File: src/rtl/vga_timing_gen.sv
// vga_timing_gen: parametrised VGA raster timing generator.
// Produces hsync/vsync/blank, pixel coordinates and line/frame strobes
// from free-running horizontal/vertical counters, with optional pixel
// repetition through a clock prescaler (PIX_REP clocks per pixel).
// Build option: define VGA_TIMING_PATTERN_EN to add a registered test
// pattern on vr/vg/vb; without it those ports and their logic are absent.
module vga_timing_gen #(
  parameter int H_ACTIVE = 1280,
  parameter int H_FP     = 64,
  parameter int H_SYNC   = 136,
  parameter int H_BP     = 200,
  parameter int V_ACTIVE = 800,
  parameter int V_FP     = 1,
  parameter int V_SYNC   = 3,
  parameter int V_BP     = 24,
  parameter int H_POL    = 0,
  parameter int V_POL    = 1,
  parameter int PIX_REP  = 1,
  parameter int CW       = 12
) (
  input  logic          pixel_clk,
  input  logic          rst,
  input  logic          en,
  output logic          pix_ce,
  output logic          hsync,
  output logic          vsync,
  output logic          blank,
  output logic [CW-1:0] hpos,
  output logic [CW-1:0] vpos,
  output logic          line_start,
  output logic          frame_start
`ifdef VGA_TIMING_PATTERN_EN
  ,
  output logic [4:0]    vr,
  output logic [4:0]    vg,
  output logic [4:0]    vb
`endif
);

  localparam int H_TOTAL = H_ACTIVE + H_FP + H_SYNC + H_BP;
  localparam int V_TOTAL = V_ACTIVE + V_FP + V_SYNC + V_BP;

  localparam logic [CW-1:0] H_LAST = CW'(H_TOTAL - 1);
  localparam logic [CW-1:0] V_LAST = CW'(V_TOTAL - 1);
  localparam logic [CW-1:0] H_ACT  = CW'(H_ACTIVE);
  localparam logic [CW-1:0] V_ACT  = CW'(V_ACTIVE);
  localparam logic [CW-1:0] HS_BEG = CW'(H_ACTIVE + H_FP);
  localparam logic [CW-1:0] HS_END = CW'(H_ACTIVE + H_FP + H_SYNC);
  localparam logic [CW-1:0] VS_BEG = CW'(V_ACTIVE + V_FP);
  localparam logic [CW-1:0] VS_END = CW'(V_ACTIVE + V_FP + V_SYNC);
  localparam logic [CW-1:0] ONE    = CW'(1);

  localparam logic       HS_ON    = (H_POL != 0);
  localparam logic       VS_ON    = (V_POL != 0);
  localparam logic [1:0] PRE_LAST = 2'(PIX_REP - 1);

  logic [1:0]    pre_q, pre_d;
  logic          ce;
  logic [CW-1:0] h_cnt_q, h_cnt_d;
  logic [CW-1:0] v_cnt_q, v_cnt_d;
  logic [CW-1:0] hpos_q, hpos_d;
  logic [CW-1:0] vpos_q, vpos_d;
  logic          hsync_q, hsync_d;
  logic          vsync_q, vsync_d;
  logic          blank_q, blank_d;
  logic          line_start_q, line_start_d;
  logic          frame_start_q, frame_start_d;

  // Prescaler: one pixel strobe every PIX_REP clocks while enabled.
  always_comb begin
    ce    = en && (pre_q == PRE_LAST);
    pre_d = pre_q;
    if (en) begin
      pre_d = (pre_q == PRE_LAST) ? 2'd0 : pre_q + 2'd1;
    end
  end

  // pix_ce is the strobe itself rather than a registered copy, so that with
  // PIX_REP=1 it tracks en and fires in the very first clock after reset.
  assign pix_ce = ce && !rst;

  // Raster counters: h wraps at end of line, v advances on every h wrap.
  always_comb begin
    h_cnt_d = h_cnt_q;
    v_cnt_d = v_cnt_q;
    if (ce) begin
      if (h_cnt_q == H_LAST) begin
        h_cnt_d = '0;
        v_cnt_d = (v_cnt_q == V_LAST) ? '0 : v_cnt_q + ONE;
      end else begin
        h_cnt_d = h_cnt_q + ONE;
      end
    end
  end

  // Output decode: all outputs sample the same counter value on a pixel
  // strobe, so coordinates, blank and syncs always describe one pixel.
  always_comb begin
    hpos_d        = hpos_q;
    vpos_d        = vpos_q;
    hsync_d       = hsync_q;
    vsync_d       = vsync_q;
    blank_d       = blank_q;
    line_start_d  = 1'b0;
    frame_start_d = 1'b0;
    if (ce) begin
      hpos_d        = h_cnt_q;
      vpos_d        = v_cnt_q;
      hsync_d       = ((h_cnt_q >= HS_BEG) && (h_cnt_q < HS_END)) ? HS_ON : ~HS_ON;
      vsync_d       = ((v_cnt_q >= VS_BEG) && (v_cnt_q < VS_END)) ? VS_ON : ~VS_ON;
      blank_d       = (h_cnt_q >= H_ACT) || (v_cnt_q >= V_ACT);
      line_start_d  = (h_cnt_q == '0);
      frame_start_d = (h_cnt_q == '0) && (v_cnt_q == '0);
    end
  end

  // State and output registers; reset drops any partial line or sync pulse.
  always_ff @(posedge pixel_clk) begin
    if (rst) begin
      pre_q         <= 2'd0;
      h_cnt_q       <= '0;
      v_cnt_q       <= '0;
      hpos_q        <= '0;
      vpos_q        <= '0;
      hsync_q       <= ~HS_ON;
      vsync_q       <= ~VS_ON;
      blank_q       <= 1'b1;
      line_start_q  <= 1'b0;
      frame_start_q <= 1'b0;
    end else begin
      pre_q         <= pre_d;
      h_cnt_q       <= h_cnt_d;
      v_cnt_q       <= v_cnt_d;
      hpos_q        <= hpos_d;
      vpos_q        <= vpos_d;
      hsync_q       <= hsync_d;
      vsync_q       <= vsync_d;
      blank_q       <= blank_d;
      line_start_q  <= line_start_d;
      frame_start_q <= frame_start_d;
    end
  end

  assign hpos        = hpos_q;
  assign vpos        = vpos_q;
  assign hsync       = hsync_q;
  assign vsync       = vsync_q;
  assign blank       = blank_q;
  assign line_start  = line_start_q;
  assign frame_start = frame_start_q;

`ifdef VGA_TIMING_PATTERN_EN
  // Counter bits 9..4 feed the pattern; bits above CW read as zero so
  // narrow counter configurations still elaborate.
  logic [9:4] h_hi;
  logic [9:4] v_hi;
  logic [4:0] pat_b;
  logic [4:0] vr_q, vr_d;
  logic [4:0] vg_q, vg_d;
  logic [4:0] vb_q, vb_d;

  for (genvar gi = 4; gi < 10; gi++) begin : g_hi_bits
    if (gi < CW) begin : g_used
      assign h_hi[gi] = h_cnt_q[gi];
      assign v_hi[gi] = v_cnt_q[gi];
    end else begin : g_zero
      assign h_hi[gi] = 1'b0;
      assign v_hi[gi] = 1'b0;
    end
  end

  for (genvar gi = 0; gi < 5; gi++) begin : g_pat_b
    assign pat_b[gi] = h_hi[gi+5] ^ v_hi[gi+5];
  end

  // Pattern colour for the pixel being decoded; black while blanked.
  always_comb begin
    vr_d = vr_q;
    vg_d = vg_q;
    vb_d = vb_q;
    if (ce) begin
      if (blank_d) begin
        vr_d = 5'd0;
        vg_d = 5'd0;
        vb_d = 5'd0;
      end else begin
        vr_d = v_hi[8:4];
        vg_d = h_hi[8:4];
        vb_d = pat_b;
      end
    end
  end

  // Pattern registers, aligned with hpos/vpos.
  always_ff @(posedge pixel_clk) begin
    if (rst) begin
      vr_q <= 5'd0;
      vg_q <= 5'd0;
      vb_q <= 5'd0;
    end else begin
      vr_q <= vr_d;
      vg_q <= vg_d;
      vb_q <= vb_d;
    end
  end

  assign vr = vr_q;
  assign vg = vg_q;
  assign vb = vb_q;
`else
  // No pattern outputs in this build; timing outputs are unchanged.
`endif

endmodule

File: config.mk
export PLATFORM = sky130hd
export DESIGN_NAME = vga_timing_gen
export DESIGN_NICKNAME = d
export VERILOG_FILES = /design/src/rtl/vga_timing_gen.sv
export SDC_FILE = /design/constraint.sdc
export NUM_CORES = 1
export LEC_CHECK = 0
export CAP_MARGIN = 20
export CORE_ASPECT_RATIO = 0.5
export CORE_MARGIN = 2
export CORE_UTILIZATION = 55
export CTS_BUF_LIST = sky130_fd_sc_hd__clkbuf_8 sky130_fd_sc_hd__clkbuf_16
export CTS_CLUSTER_DIAMETER = 30
export DETAILED_ROUTE_END_ITERATION = 10
export HOLD_SLACK_MARGIN = 0.05
export PLACE_DENSITY_LB_ADDON = 0.2
export SLEW_MARGIN = 10
export SYNTH_ARGS = -nofsm -noshare
export SYNTH_HDL_FRONTEND = slang
export SYNTH_SLANG_ARGS = --single-unit
File: constraint.sdc
create_clock -name pixel_clk -period 4 [get_ports pixel_clk]
set_input_delay 0.4 -clock pixel_clk [delete_from_list [all_inputs] [get_ports pixel_clk]]
set_output_delay 0.4 -clock pixel_clk [all_outputs]
set_load 0.05 [all_outputs]
## Yosys cells after proc, flatten, opt, wreduce, memory -nomap -nowiden

Cells that the tools add are included.

- Register bits after elaboration: 55
- Input port bits: 3
- Output and inout port bits: 30
- Logic and storage cells: 39

- $add $sub $neg: 3
- $lt $le $gt $ge: 6
- Eq/ne operators: 2
- Muxes and demuxes: 5
- Bitwise operators: 1
- Reductions and logical operators: 12

Operators by type and width:

| cell | number |
|---|---|
| $add 12x1->12 const B | 2 |
| $ge 12x10->1 const B | 2 |
| $ge 12x11->1 const B | 2 |
| $logic_not 12->1 | 2 |
| $mux 12 | 2 |
| $eq 12x10->1 const B | 1 |
| $eq 12x11->1 const B | 1 |
| $lt 12x10->1 const B | 1 |
| $lt 12x11->1 const B | 1 |
| $logic_and 1x1->1 | 5 |
| $add 2x1->2 const B | 1 |
| $logic_not 2->1 | 1 |
| $mux 1 | 2 |
| $mux 2 | 1 |
| $reduce_and 2->1 | 1 |
| $reduce_or 2->1 | 1 |
| $logic_not 1->1 | 1 |
| $logic_or 1x1->1 | 1 |
| $not 1->1 | 1 |

## Depth between registers and ports, before layout

- Depth in word-level cells: 4
- Depth in mapped cells: 7
- Mapped depth without buffers: 6

## Worst setup path before layout

OpenSTA, ideal clock, no wires.

- Kind: input -> register
- Start: in en
- End: reg frame_start_q (netlist: frame_start)
- Library setup time: 61 ps
- Data arrival time: 1,877 ps
- Required time: 3,939 ps
- Path slack: 2,062 ps
- Cell stages on the path: 5
- Buffers on the path: 1
- Cell sequence: buf_2 nand2_1 nor2_1 and4_1 and4_1

- Longest elaborated chain between the ends: 3

Ends and longest elaborated chain:

| item | line | text |
|---|---|---|
| start, declared | 23 | `input logic en,` |
| $logic_and 1x1->1 | 71 | `ce = en && (pre_q == PRE_LAST);` |
| $not 1->1 (no source line) | - |  |
| $reduce_or 2->1 (no source line) | - |  |
| end signal, assigned | 140 | `frame_start_q <= frame_start_d;` |
| end, declared | 67 | `logic frame_start_q, frame_start_d;` |

No other way between the ends.
A chain may end at the register's enable or synchronous reset.

## Final worst setup path

- Start: in en
- End: out pix_ce

- Longest elaborated chain between the ends: 2

Ends and longest elaborated chain:

| item | line | text |
|---|---|---|
| $logic_and 1x1->1 | 71 |  |
| $logic_and 1x1->1 | 80 | `assign pix_ce = ce && !rst;` |
| end, declared | 24 | `output logic pix_ce,` |

No other way between the ends.

==> impl_results.md <==
* Post-Synthesis Cells at 304
* Leak pwr at 0.9467 nW
* Worst stage delay on the critical path at roughly 0.82 ns
* # rows at 17
* Setup total negative slack at 0 ns
* Comb pwr share at 6.3%
* Final min period at 2.452 ns
* Hold_sp: hpos[11]$_SDFFE_PP0P_
* Post-synthesis sequential area ratio at 43.82%
* Worst EP arrival at 2.05 ns
* DRT Wirelength at between 5000 and 6000 µm
* Hold_buf cts at 0
* Cell count after placement at between 300 and 400
* Worst min-delay path category: flop to flop
* Family with the most delay on the worst path: buffers and inverters
* Initial antenna violation count at 0
* CP Class: primary input to primary output
* Sw frac at 22.55%
* Worst Tran Pin Value at around 0.51 ns
* Setup Skew at between 0.007 and 0.008 ns
* Most common cell type on the critical path: clkdlybuf4s50_1
* Reg-to-reg setup timing slack at 1.91 ns
* Wire per inst at 14.01 µm
* Post-Place Cell Area at 0.002808 mm²
* PortBufs at 32
* Run status: complete, no violations
* Tot GR Track Use at 22.63%
* N_diodes at 0
* Hold path depth at 2
* Final-layout fill cell count at between 300 and 400
* Unique masters post-synth at 41
* Clock transition at path regs at around 0.090 ns
* Gp weighted congestion at roughly 0.86
* Global route overflow at 0
* # Max-Cap Violations at 0
* CP cell instances: clkdlybuf4s50_1 > nand2_1 > nor2_1 > clkdlybuf4s50_1
* # setup viols final at 0
* #FFs+latches synth at 55
* Clock Power Share at 36.1%
* Layout cell share with drive strength beyond 1 at 5.280%
* First-pass GRT wire length at 9197 µm
* Num ports at 33
* Die X at around 100 µm
* Vias at 2150
* Max Clock Freq at 0.4079 GHz
* Via density at 5.673
* Die area at 0.005157 mm²
* Post-Synthesis Cell Area at 0.002512 mm²
* Initial Util at 57.06%
* RSZ-0062 raised after global routing: false
* Synth warnings at 0
* Worst EP required at between 3 and 4 ns
* Number of stages on the worst setup path at 4
* Post-route ant nets at 0
* Final hold vios at 0
* Reg2reg end: v_cnt_q[5]$_SDFFE_PP0P_
* Worst IR Drop VDD at about 170 µV
* Post-Layout Inst Area at 0.002910 mm²
* Setup Buffers After CTS at 0
* CTS resizes at 0
* R2r worst-path depth at 4
* Endpoint class of the critical path: primary output
* CP Launch Type: primary input
* CTS tree: built
* Switching power at 219.5 µW
* Power consumption at around 970 µW
* Critical R2R Launch: v_cnt_q[6]$_SDFFE_PP0P_
* Slew Limit Fails at 0
* Non-filler cells, final at 379
* Nets at 332
* CTS sink cnt at 55
* Core box area at 0.004403 mm²
* Syn_nets at approximately 310
* Clock H-tree levels at 2
* Slew headroom at 65.93%
* Clock Path Buffers at 2
* Clock latency on the worst-skew pair at 0.30 ns
* Most frequent cells in the layout: nand2_1 (63), dfxtp_1 (55), a21oi_1 (39)
* Crit-path max FO at 6
* Post-route clock period utilization at 61.29%
* Pre-antenna DRT Iters at 4
* DR iter-0 viols at between 100 and 150
* Flop pwr share at 57.6%
* Dpl hpwl at between 3000 and 4000 µm
* Hold endpoint: hpos[11]$_SDFFE_PP0P_
* Vias in the first global route at 2016
* Commonest non-fill, non-tap cell in the layout: nand2_1
* Pin count of the biggest net entering global routing at 41
* Internal power at 754.0 µW
* PwrDens at roughly 330 mW/mm²
* Num CTS Buffers at 5
* DRC viols at 0
* Mean Syn Cell Area at about 8.3 µm²
* Syn-to-layout area delta at 15.84%
* Height of the die at 51.79 µm
* Worst path slowest cell: clkdlybuf4s50_1
* Root Buffer: clkbuf_8
* Buffer and inverter count on the worst path at 2
==> through the flow <==
step	hold WS, ns	util (%)	setup slack (ns)
after floorplan	0.4604	-	2.062
after global placement	0.4423	63.77	1.564
after detailed placement	0.4456	63.77	1.551
after CTS	0.4585	66.10	1.528
after global routing	0.4746	66.10	1.424
final	0.4571	66.10	1.548
==> registers in the layout, summed over array words and instances, names as in the netlist <==
| register | flops |
|---|---|
| hsync | 1 |
| h_cnt_q | 12 |
| frame_start | 1 |
| blank | 1 |
| vpos | 12 |
| v_cnt_q | 12 |
| pre_q | 2 |
| line_start | 1 |
| vsync | 1 |
| hpos | 12 |
==> metal layers <==
layer | up-vias | GRT usage [%] | wire length, µm
li1 | 1097 | - | -
met1 | 1010 | 28.83 | 2586
met2 | 41 | 39.19 | 2527
met3 | 2 | 5.645 | 171
met4 | 0 | 5.708 | 26
met5 | - | 0 | 0
==> logic make-up after synthesis <==
family,count (synthesis),share of synthesized area [%]
buf+inv,33,6.076
xor+xnor,9,3.138
compound gates,62,14.74
fa+ha+maj,7,3.486
simple gates,136,27.94
flops,55,43.82
mux,2,0.7968
==> synthesized netlist by cell type <==
cell / count / area, µm²
nand3b_1: 1 / 7.510
nand4_1: 6 / 37.54
o21ai_0: 5 / 25.02
nand3_1: 14 / 70.07
and4b_2: 1 / 11.26
nor4_1: 6 / 37.54
a211o_1: 2 / 17.52
inv_1: 9 / 33.78
nand2b_1: 1 / 6.260
buf_1: 1 / 3.750
o31ai_1: 6 / 45.04
a31oi_1: 3 / 18.77
or3_1: 3 / 18.77
nor4_4: 1 / 21.27
nor2_1: 14 / 52.55
clkbuf_1: 16 / 60.06
a211oi_1: 1 / 7.510
or3_2: 3 / 22.52
and4_2: 1 / 10.01
nand4_4: 1 / 21.27
nor3_1: 5 / 25.02
o211ai_1: 1 / 7.510
dfxtp_1: 55 / 1101
and2_1: 3 / 18.77
a21oi_1: 39 / 195.2
o21bai_4: 1 / 18.77
buf_2: 4 / 20.02
o211a_1: 1 / 10.01
clkbuf_8: 2 / 27.53
o311ai_0: 1 / 8.760
mux2i_1: 2 / 20.02
o21a_1: 1 / 7.510
or4_1: 7 / 52.55
nor4b_1: 1 / 8.760
buf_4: 1 / 7.510
and4_1: 5 / 43.79
ha_1: 7 / 87.58
a41oi_1: 1 / 8.760
xor2_1: 3 / 26.28
nand2_1: 63 / 236.5
xnor2_1: 6 / 52.55
==> worst register-to-register path, delay by kind of cell (launching register included) <==
kind | cells | cell delay, ns
compound gates | 2 | 0.36
flops | 1 | 0.40
simple gates | 2 | 1.22
==> worst max path at each step <==
stage	start	end	slack (ns)
after detailed placement	en	pix_ce	1.55
after floorplan	en	frame_start$_SDFF_PN0_	2.06
after global routing	rst	pix_ce	1.42
final	en	pix_ce	1.55
after CTS	en	pix_ce	1.53
after global placement	en	pix_ce	1.56
==> final cells by class <==
type                       instances  area, µm²  share of cell area, %
timing repair buffer              35      342.8                  11.78
sequential                        55       1101                  37.83
tap                               57      71.32                  2.451
inverter                           9      33.78                  1.161
multi-input combinational        216       1259                  43.25
clock inverter                     2      33.78                  1.161
clock buffer                       5      68.82                  2.365
==> power by group through the flow <==
stage	clock [mW]	sequential, mW	combinational [mW]
4_1_cts	0.360	0.560	0.0619
5_1_grt	0.383	0.561	0.0670
6_report	0.352	0.560	0.0616
3_5_place_dp	0	0.573	0.0615
3_3_place_gp	0	0.573	0.0605
2_1_floorplan	0	0.583	0.0328
No activity file was read; power rests on OpenSTA's default activity.
